$ cat src/rtl/reg_write_queue_pkg.sv
// Shared widths, idle code and queue entry type for the
// register write-back path.
package reg_bank_pkg;
    localparam int DATA_W = 32;
    localparam int ADDR_W = 4;
    localparam logic [ADDR_W-1:0] REG_IDLE = '1;

    typedef struct packed {
        logic [ADDR_W-1:0] addr;
        logic [DATA_W-1:0] data;
    } wb_entry_t;
endpackage

$ cat src/rtl/reg_write_queue_if.sv
// Write-request handshake between execute/load units and
// the write-back queue.
interface reg_write_queue_if #(
    parameter int DATA_W = 32,
    parameter int ADDR_W = 4
);
    logic              in_valid;
    logic              in_ready;
    logic [ADDR_W-1:0] in_addr;
    logic [DATA_W-1:0] in_data;

    modport master (
        output in_valid, in_addr, in_data,
        input  in_ready
    );
    modport slave (
        input  in_valid, in_addr, in_data,
        output in_ready
    );
endinterface

$ cat src/rtl/reg_write_queue_fwd.sv
// Youngest-first search of pending queue entries for a
// forwarding read address.
module reg_fwd_match
    import reg_bank_pkg::*;
#(
    parameter int DEPTH = 4,
    parameter int PW    = $clog2(DEPTH)
) (
    input  wb_entry_t         entries [DEPTH],
    input  logic [DEPTH-1:0]  valid,
    input  logic [PW-1:0]     head,
    input  logic [ADDR_W-1:0] rd_addr,
    output logic              hit,
    output logic [DATA_W-1:0] data
);
    logic [PW-1:0] idx;

    // Walk oldest to youngest so the youngest match is left standing.
    always_comb begin
        hit  = 1'b0;
        data = '0;
        idx  = '0;
        for (int i = 0; i < DEPTH; i++) begin
            idx = head + PW'(i);
            if (valid[idx] && entries[idx].addr == rd_addr) begin
                hit  = 1'b1;
                data = entries[idx].data;
            end
        end
    end
endmodule

$ cat src/rtl/reg_write_queue.sv
// Write-back FIFO in front of register_bank: drains one write per
// cycle and forwards pending data to readers.
module reg_write_queue #(
    parameter int DATA_W = reg_bank_pkg::DATA_W,
    parameter int ADDR_W = reg_bank_pkg::ADDR_W,
    parameter int DEPTH  = 4
) (
    input  logic                       clk,
    input  logic                       rst,
    reg_write_queue_if.slave           wq,
    input  logic                       stall,
    output logic [ADDR_W-1:0]          reg_write,
    output logic [DATA_W-1:0]          reg_in,
    input  logic [ADDR_W-1:0]          rd_addr,
    output logic                       rd_hit,
    output logic [DATA_W-1:0]          rd_data,
    output logic [$clog2(DEPTH+1)-1:0] count,
    output logic                       err
);
    import reg_bank_pkg::*;

    localparam int PW = $clog2(DEPTH);
    localparam int CW = $clog2(DEPTH+1);

    wb_entry_t         mem [DEPTH];
    logic [PW-1:0]     rd_ptr;
    logic [PW-1:0]     wr_ptr;
    logic              take;
    logic              push;
    logic              pop;
    logic              bad;
    logic [DEPTH-1:0]  valid;
    logic [PW-1:0]     off;
    logic              q_hit;
    logic [DATA_W-1:0] q_data;
    logic              out_hit;

    assign wq.in_ready = (count < CW'(DEPTH));
    assign take = wq.in_valid && wq.in_ready;
    assign push = take && (wq.in_addr != REG_IDLE);
    assign bad  = take && (wq.in_addr == REG_IDLE);
    assign pop  = (count != '0) && !stall;

    always_ff @(posedge clk) begin
        if (rst) begin
            rd_ptr    <= '0;
            wr_ptr    <= '0;
            count     <= '0;
            reg_write <= REG_IDLE;
            reg_in    <= '0;
            err       <= 1'b0;
        end else begin
            err <= bad;
            if (push) begin
                mem[wr_ptr] <= '{addr: wq.in_addr, data: wq.in_data};
                wr_ptr      <= wr_ptr + PW'(1);
            end
            if (pop) begin
                reg_write <= mem[rd_ptr].addr;
                reg_in    <= mem[rd_ptr].data;
                rd_ptr    <= rd_ptr + PW'(1);
            end else begin
                reg_write <= REG_IDLE;
            end
            count <= count + CW'(push) - CW'(pop);
        end
    end

    // An entry is live when its distance from the head is below count.
    always_comb begin
        valid = '0;
        off   = '0;
        for (int k = 0; k < DEPTH; k++) begin
            off      = PW'(k) - rd_ptr;
            valid[k] = CW'(off) < count;
        end
    end

    reg_fwd_match #(.DEPTH(DEPTH), .PW(PW)) u_fwd (
        .entries (mem),
        .valid   (valid),
        .head    (rd_ptr),
        .rd_addr (rd_addr),
        .hit     (q_hit),
        .data    (q_data)
    );

    assign out_hit = (reg_write == rd_addr);
    assign rd_hit  = (rd_addr != REG_IDLE) && (q_hit || out_hit);
    assign rd_data = !rd_hit ? '0 : (q_hit ? q_data : reg_in);
endmodule

$ cat src/flat_wrapper.sv
// flat-port wrapper written by rule: the top's interface ports become plain ports
module reg_write_queue_flat import reg_bank_pkg::*;
#(
    parameter int DATA_W = reg_bank_pkg::DATA_W,
    parameter int ADDR_W = reg_bank_pkg::ADDR_W,
    parameter int DEPTH  = 4
)
  (clk, rst, stall, reg_write, reg_in, rd_addr, rd_hit, rd_data, count, err, wq_in_valid, wq_in_addr, wq_in_data, wq_in_ready);
  reg_write_queue_if #(.DATA_W(DATA_W), .ADDR_W(ADDR_W)) wq_i ();
  input  logic clk;
  input  logic rst;
  input  logic stall;
  output logic [ADDR_W-1:0] reg_write;
  output logic [DATA_W-1:0] reg_in;
  input  logic [ADDR_W-1:0] rd_addr;
  output logic rd_hit;
  output logic [DATA_W-1:0] rd_data;
  output logic [$clog2(DEPTH+1)-1:0] count;
  output logic err;
  input wire logic [$bits(wq_i.in_valid)-1:0] wq_in_valid;
  input wire logic [$bits(wq_i.in_addr)-1:0] wq_in_addr;
  input wire logic [$bits(wq_i.in_data)-1:0] wq_in_data;
  output wire logic [$bits(wq_i.in_ready)-1:0] wq_in_ready;
  assign wq_i.in_valid = wq_in_valid;
  assign wq_i.in_addr = wq_in_addr;
  assign wq_i.in_data = wq_in_data;
  assign wq_in_ready = wq_i.in_ready;
  reg_write_queue #(.DATA_W(DATA_W), .ADDR_W(ADDR_W), .DEPTH(DEPTH)) u_core (.clk(clk), .rst(rst), .wq(wq_i), .stall(stall), .reg_write(reg_write), .reg_in(reg_in), .rd_addr(rd_addr), .rd_hit(rd_hit), .rd_data(rd_data), .count(count), .err(err));
endmodule
$ cat config.mk
export PLATFORM = sky130hd
export DESIGN_NAME = reg_write_queue_flat
export DESIGN_NICKNAME = d
export VERILOG_FILES = /design/src/rtl/reg_write_queue_pkg.sv /design/src/rtl/reg_write_queue_if.sv /design/src/rtl/reg_write_queue_fwd.sv /design/src/rtl/reg_write_queue.sv /design/src/flat_wrapper.sv
export SDC_FILE = /design/constraint.sdc
export NUM_CORES = 1
export LEC_CHECK = 0
export BUFFER_PORTS_ARGS = -buffer_cell sky130_fd_sc_hd__buf_2
export CELL_PAD_IN_SITES_DETAIL_PLACEMENT = 0
export CELL_PAD_IN_SITES_GLOBAL_PLACEMENT = 1
export CORE_MARGIN = 2
export CORE_UTILIZATION = 50
export CTS_BUF_LIST = sky130_fd_sc_hd__clkbuf_4 sky130_fd_sc_hd__clkbuf_8 sky130_fd_sc_hd__clkbuf_16
export CTS_CLUSTER_SIZE = 12
export DETAILED_ROUTE_END_ITERATION = 8
export MAX_ROUTING_LAYER = met4
export PLACE_DENSITY = 0.86
export SYNTH_ARGS = -nofsm -noshare
export SYNTH_HDL_FRONTEND = slang
export SYNTH_SLANG_ARGS = --single-unit
$ cat constraint.sdc
create_clock -name clk -period 5.5 [get_ports clk]
set_input_delay 0.825 -clock clk [delete_from_list [all_inputs] [get_ports clk]]
set_output_delay 0.825 -clock clk [all_outputs]
set_load 0.02 [all_outputs]
==> results.md, run 1 <==
* Status: completed
* Endpoints failing setup at 0
* Share of layout cells above drive strength 1 at 26.2%
* Overflow left after global routing at 0
* Starting Density at about half
* Die Span X at around 160 µm
* EDFF count, synth at between 100 and 150
* Final worst-path cycle share at about 89%
* Area Overhead vs Synth at 12.0%
* CTS tree: yes
* Slew HR at 28.9%
* Buffers on Ports at between 100 and 150
* GP Congestion at 0.813
* H-tree Lvls at 4
* Slowest stage delay, CP at approximately 700 ps
* Buf/Inv on CP at 3
* WL/cell at 22.4 µm
* CP endpoint kind: primary output
* Worst-path cell chain: nand2b_1 -> and2_1 -> inv_1 -> ha_1 -> nor2_1 -> a2111oi_0 -> a211oi_4 -> o21a_1 -> nor2_2 -> nand3b_1 -> buf_12 -> o221ai_1 -> buf_2
* Die ar. at 24100 µm²
* Clock Latency Late Sink at about 440 ps
* Clock sink count at roughly 190
* Post-Route Setup TNS at 0 ps
* Final WL at 30700 µm
* All-Layer GR Usage at a little over a quarter
* Area contributors post-synth: edfxtp_1 (38%), mux4_2 (14%), dfxtp_1 (7.7%), mux2i_1 (6.6%), nand2_1 (5.6%)
* Leakage at 0.00421 µW
* Required time of the critical path at around 4700 ps
* Clk buf depth at 2
* Synth cell count leaders: nand2_1 (172), edfxtp_1 (144), mux2i_1 (75)
* Worst Setup Start Kind: flop
* I/O pins at 118
* Final instance area at 12800 µm²
* Cells after DPL at approximately 1300
* First-pass GRT wire length at 47100 µm
* Post-DRT Antenna Nets at 0
* Clock slew at reported path FFs at around 70 ps
* CP max stage cell: a2111oi_0
* Root Driver: clkbuf_16
* Largest net degree at the start of global routing at 203
* Slew Viols, Final at 0
* Peak VDD IR at ~0.26 mV
* DR DRC count at 0
* Worst Max-Slew Pin Slew at ~1100 ps
* Post-synth cell types at 49
* Hold Path Class: flop to flop
* Final nets at approximately 1100
* Initial antenna violation count at 3
* Synth Flop Type: edfxtp_1
* Seq/Total Area, Yosys at a little under half
* Vias in the first global route at around 8400
* Register bit total from synthesis at 188
* Number of core rows at 55
* Yosys warning total at 0
* Clock Skews at 13.4 ps
* # hold bufs at CTS at 0
* Post-synth top area share at a little under two fifths
* Initial drt markers at a little under 1000
* Mapped Area at approximately 11000 µm²
* Crit Path Class: flop to primary output
* Top-count cell post-synth: nand2_1
* MaxCap Viol Count at 0
* Fmax at 204 MHz
* Vias after detailed routing at 8795
* WHS at about 470 ps
* Fin crit period at a little under 5000 ps
* Fin. Hold Viols at 0
* Synthesized Nets at 1065
* Crit path max fanout at 33
* Mean post-synth cell area at approximately 11 µm²
* Area after DPL at 12200 µm²
* Critical Path AT at a little over 4000 ps
* Setup bufs post-CTS at 0
* Asr flop ratio synth at 0%
* Area of the core at 22600 µm²
* CP delay by family, top: compound AO/OA/AOI/OAI gates
* Final Non-Filler Cells at 1374
* Detailed placement HPWL at roughly 18000 µm
* Post_cts resized at 0
* RSZ-0062 raised after global routing: false
* Pwr/cell area at roughly 410 nW/µm²
* CTS Buf Count at 17
* Dominant cell type by area after synthesis: edfxtp_1
* Via-to-Cell Ratio at approximately 6.4
* Die Y at 155 µm
* Cells after synthesis at roughly 1000
* Drt pass-1 iters at 5
[area by class of cell]
cell class | count | area (µm²)
antenna | 3 | 7.51
clock buffer | 18 | 433
clock inverter | 14 | 135
fill | 1895 | 9760
inverter | 45 | 169
multi-input combinational | 678 | 5690
sequential | 188 | 5210
tap | 285 | 357
timing repair buffer | 143 | 806
[logic make-up (layout without fill, tap and decap cells)]
kind of cell	after synthesis	count (layout)	share of synthesized area, %
xor gates and xnor gates	25	25	1.91
adders and majority gates	11	11	1.27
other	0	3	0
AOI/OAI and AO/OA	179	179	11.2
muxes	177	177	23.5
and+or+nand+nor	286	286	11.2
DFF	188	188	45.5
buffers and inverters	144	220	5.41
[tightest hold or removal path, cell delays in order, from the launching register on]
cell and delay, ps:
dfxtp_1 320, nand2_1 50, a21oi_1 50
[cells in the final DEF, fill, tap and decap left out, drive strengths merged, types with 2 or more instances in the layout]
cell	Yosys	final
inv	44	51
and2	5	5
xnor2	20	20
nand3	3	3
a211oi	2	2
a21oi	35	35
or2	2	2
o21ai	2	2
a31oi	33	33
mux2	32	32
nor4	36	36
clkinv	1	4
clkbuf	60	18
a2111oi	2	2
o211ai	66	66
nor3	35	35
mux4	70	70
nor2b	2	2
diode	0	3
ha	10	10
buf	39	143
nor2	16	16
o21a	2	2
xor2	5	5
dfxtp	44	44
clkinvlp	0	3
o221ai	32	32
nand2	172	172
or3	3	3
nand4	3	3
edfxtp	144	144
nand2b	5	5
mux2i	75	75
[layer usage]
metal  global-route usage (%)  vias up  share of wire (%)
met3                     4.21       57                6.7
met1                     34.6     4346                 42
met5                        -        -                  0
met2                     42.5      381                 49
met4                     8.43        0                2.2
li1                         -     4011                  -
[flip-flops by register name (all words and copies together) (netlist names)]
register          count
u_core.reg_write      4
u_core.count          3
u_core.mem          144
u_core.err            1
u_core.wr_ptr         2
u_core.rd_ptr         2
u_core.reg_in        32
[power by group]
group	switching [µW]	total [µW]	internal [µW]	leakage (µW)
clock network	560	1200	639	0.000270
logic	1390	2250	863	0.00228
registers	138	1800	1660	0.00167
total	2090	5250	3170	0.00421
[metrics by stage]
| stage | setup WS [ps] | utilization [%] | total power [µW] |
|---|---|---|---|
| CTS | 620 | 56.7 | 5250 |
| global route | 284 | 56.7 | 5510 |
| floorplan | 1390 | - | 3460 |
| finish | 592 | 56.7 | 5250 |
| global placement | 1120 | 54.2 | 4040 |
| detailed placement | 1080 | 54.2 | 4060 |
[path summary, 6_finish.rpt]
kind	startpoint	end	slack (ps)	depth (start not counted)
max reg2reg	u_core.count[2]$_SDFF_PP0_	u_core.count[2]$_SDFF_PP0_	2380	11
max	u_core.rd_ptr[0]$_SDFFE_PP0P_	rd_data[31]	590	13
min	u_core.reg_in[29]$_SDFFE_PP0P_	u_core.reg_in[29]$_SDFFE_PP0P_	470	2
min reg2reg	u_core.reg_in[29]$_SDFFE_PP0P_	u_core.reg_in[29]$_SDFFE_PP0P_	470	2
No activity file was read; power rests on OpenSTA's default activity.
==> run 2, diff against run 1 <==
--- a/config.mk
+++ b/config.mk
@@ -10,11 +10,12 @@
 export CELL_PAD_IN_SITES_GLOBAL_PLACEMENT = 1
 export CORE_MARGIN = 2
 export CORE_UTILIZATION = 50
-export CTS_BUF_LIST = sky130_fd_sc_hd__clkbuf_4 sky130_fd_sc_hd__clkbuf_8 sky130_fd_sc_hd__clkbuf_16
+export CTS_BUF_LIST = sky130_fd_sc_hd__clkbuf_8
 export CTS_CLUSTER_SIZE = 12
 export DETAILED_ROUTE_END_ITERATION = 8
 export MAX_ROUTING_LAYER = met4
 export PLACE_DENSITY = 0.86
+export SKIP_CTS_REPAIR_TIMING = 1
 export SYNTH_ARGS = -nofsm -noshare
 export SYNTH_HDL_FRONTEND = slang
 export SYNTH_SLANG_ARGS = --single-unit
==> run 2 against run 1 <==
  * Wire length is 0.74% lower
  * Power decreased by 6.1%
  * Count of clock-buffer cells in the layout is 1 lower
  * Clock power down 26%
  * Sequential power hardly changed
  * Combinational power about the same
  * Sequential share of layout area grew 0.63 points
  * Via count increased by 0.16%
  * Setup slack got worse by 21 ps
  * Final cell count unchanged
  * Register-to-register slack is essentially flat
  * Final area fell by 1.5%
  * Critical path type unchanged
  * Largest power group unchanged
==> results.md, run 2 (same netlist as run 1, synthesis figures left out) <==
* M1 WL at 13000 µm (about the same)
* Initial drt markers at 869 (was 994)
* Commonest non-fill, non-tap cell in the layout: nand2_1 (unchanged)
* Fin. Hold Viols at 0 (unchanged)
* Slew Viols, Final at 0 (unchanged)
* Share of layout cells above drive strength 1 at 26.1% (was 26.2%)
* Worst Max-Slew Pin Slew at 1080 ps (was 1070 ps)
* Initial antenna violation count at 3 (unchanged)
* Endpoints failing setup at 0 (unchanged)
* Pwr/cell area at 391 nW/µm² (was 410 nW/µm²)
* MaxCap Viol Count at 0 (unchanged)
* First-pass GRT wire length at 46900 µm (was 47100 µm)
* Reg2reg setup slack at 2380 ps (about the same)
* Largest net degree at the start of global routing at 203 (unchanged)
* Biggest regs: u_core.mem (144), u_core.reg_in (32), u_core.reg_write (4) (unchanged)
* CTS Buf Count at 17 (unchanged)
* Worst Setup Start Kind: flop (unchanged)
* Required time of the critical path at 4680 ps (about the same)
* Overflow left after global routing at 0 (unchanged)
* WL/cell at 22.2 µm (was 22.4 µm)
* GP Congestion at 0.813 (unchanged)
* Fill cells at 1918 (was 1895)
* Area of the core at 22600 µm² (unchanged)
* Crit Path Class: flop to primary output (unchanged)
* Via-to-Cell Ratio at 6.41 (was 6.40)
* Peak VDD IR at 0.180 mV (was 0.263 mV)
* Number of flip-flops in the largest register at 144 (unchanged)
* Starting Density at 50.7% (unchanged)
* Fin crit period at 4930 ps (was 4910 ps)
* Highest routed layer: met4 (unchanged)
* H-tree Lvls at 4 (unchanged)
* Final WL at 30500 µm (was 30700 µm)
* CP endpoint kind: primary output (unchanged)
* Post-DRT Antenna Nets at 0 (unchanged)
* Leakage at 0.00413 µW (was 0.00421 µW)
* Clock slew at reported path FFs at 90 ps (was 70 ps)
* Clock Skews at 17.1 ps (was 13.4 ps)
* Largest Register: u_core.mem (unchanged)
* Vias after detailed routing at 8809 (was 8795)
* Clk buf depth at 2 (unchanged)
* Post-Route Setup TNS at 0 ps (unchanged)
* All-Layer GR Usage at 26.2% (was 26.4%)
* Final worst-path cycle share at 89.6% (was 89.2%)
* Routed met3 length at 2010 µm (was 2050 µm)
* Clock sink count at 188 (unchanged)
* Status: completed (unchanged)
* Die Span X at 155 µm (unchanged)
* Die ar. at 24100 µm² (unchanged)
* Drt pass-1 iters at 5 (unchanged)
* RSZ-0062 raised after global routing: false (unchanged)
* DR DRC count at 0 (unchanged)
* Buffers on Ports at 117 (unchanged)
* CTS tree: yes (unchanged)
* Root Driver: clkbuf_8 (was clkbuf_16)
* Clock Latency Late Sink at 480 ps (was 440 ps)
* Detailed placement HPWL at 18300 µm (unchanged)
* Most frequent cells in the layout: nand2_1 (172), edfxtp_1 (144), buf_2 (117), mux2i_1 (74), mux4_2 (70) (unchanged)
* Crit path max fanout at 33 (unchanged)
* Die Y at 155 µm (unchanged)
* Number of core rows at 55 (unchanged)
* Fmax at 203 MHz (was 204 MHz)
* Vias in the first global route at 8421 (was 8412)
* Area of the multi-input gates at 5690 µm² (unchanged)
* Worst Setup Slack, final at 570 ps (was 592 ps)
* Hold Path Class: flop to flop (unchanged)
* DR WL met2 at 15000 µm (about the same)
* Slew HR at 28.1% (was 28.9%)
* Storage cell area at 5210 µm² (unchanged)
* Critical Path AT at 4100 ps (was 4080 ps)
* Final nets at 1128 (unchanged)
* Area Overhead vs Synth at 10.3% (was 12.0%)
* Worst slack at placement at 1080 ps (unchanged)
* I/O pins at 118 (unchanged)
run 2: layout make-up:
type,instances,area share [%]
repair buffers,143,6.39
flip-flops and latches,188,41.3
well taps,285,2.83
inverters,45,1.34
clock inverters,15,1.10
clock buffers,17,1.86
multi-input cells,678,45.1
diodes,3,0.0595
run 2: routing by layer:
metal  vias up  global-route usage, %
met5         -                      -
met2       369                   42.2
met1      4381                   34.3
met4         0                   8.39
met3        45                   4.57
li1       4014                      -
run 2: worst paths after layout:
path                                                      from                        endpoint  cells after the start
worst max register to register      u_core.count[2]$_SDFF_PP0_      u_core.count[2]$_SDFF_PP0_                     11
worst min-delay path            u_core.reg_in[14]$_SDFFE_PP0P_  u_core.reg_in[14]$_SDFFE_PP0P_                      2
worst min register to register  u_core.reg_in[14]$_SDFFE_PP0P_  u_core.reg_in[14]$_SDFFE_PP0P_                      2
worst max-delay path             u_core.rd_ptr[0]$_SDFFE_PP0P_                     rd_data[31]                     13
run 2: critical path, stage by stage (launching register included):
cell and delay, ps:
dfxtp_4 640, nand2b_1 180, and2_1 140, inv_1 40, ha_1 280, nor2_1 50
a2111oi_0 710, a211oi_4 50, o21a_1 200, nor2_2 110, nand3b_1 350, buf_12 330
o221ai_1 310, buf_2 230
run 2: stage by stage:
stage          power [µW]  instances  utilization (%)  hold WS, ps  area (µm²)
6_report             4930       1374             55.9          473       12600
5_1_grt              5190       1374             55.9          489       12600
4_1_cts              4940       1371             55.8          472       12600
3_5_place_dp         4060       1339             54.2          458       12200
3_3_place_gp         4040       1339             54.2          452       12200
2_1_floorplan        3460       1010                -          469       11400
run 2: power by group:
| group | leakage [µW] | internal, µW | switching [µW] |
|---|---|---|---|
| Combinational | 0.00228 | 863 | 1380 |
| Sequential | 0.00167 | 1660 | 137 |
| Clock | 0.000184 | 366 | 518 |
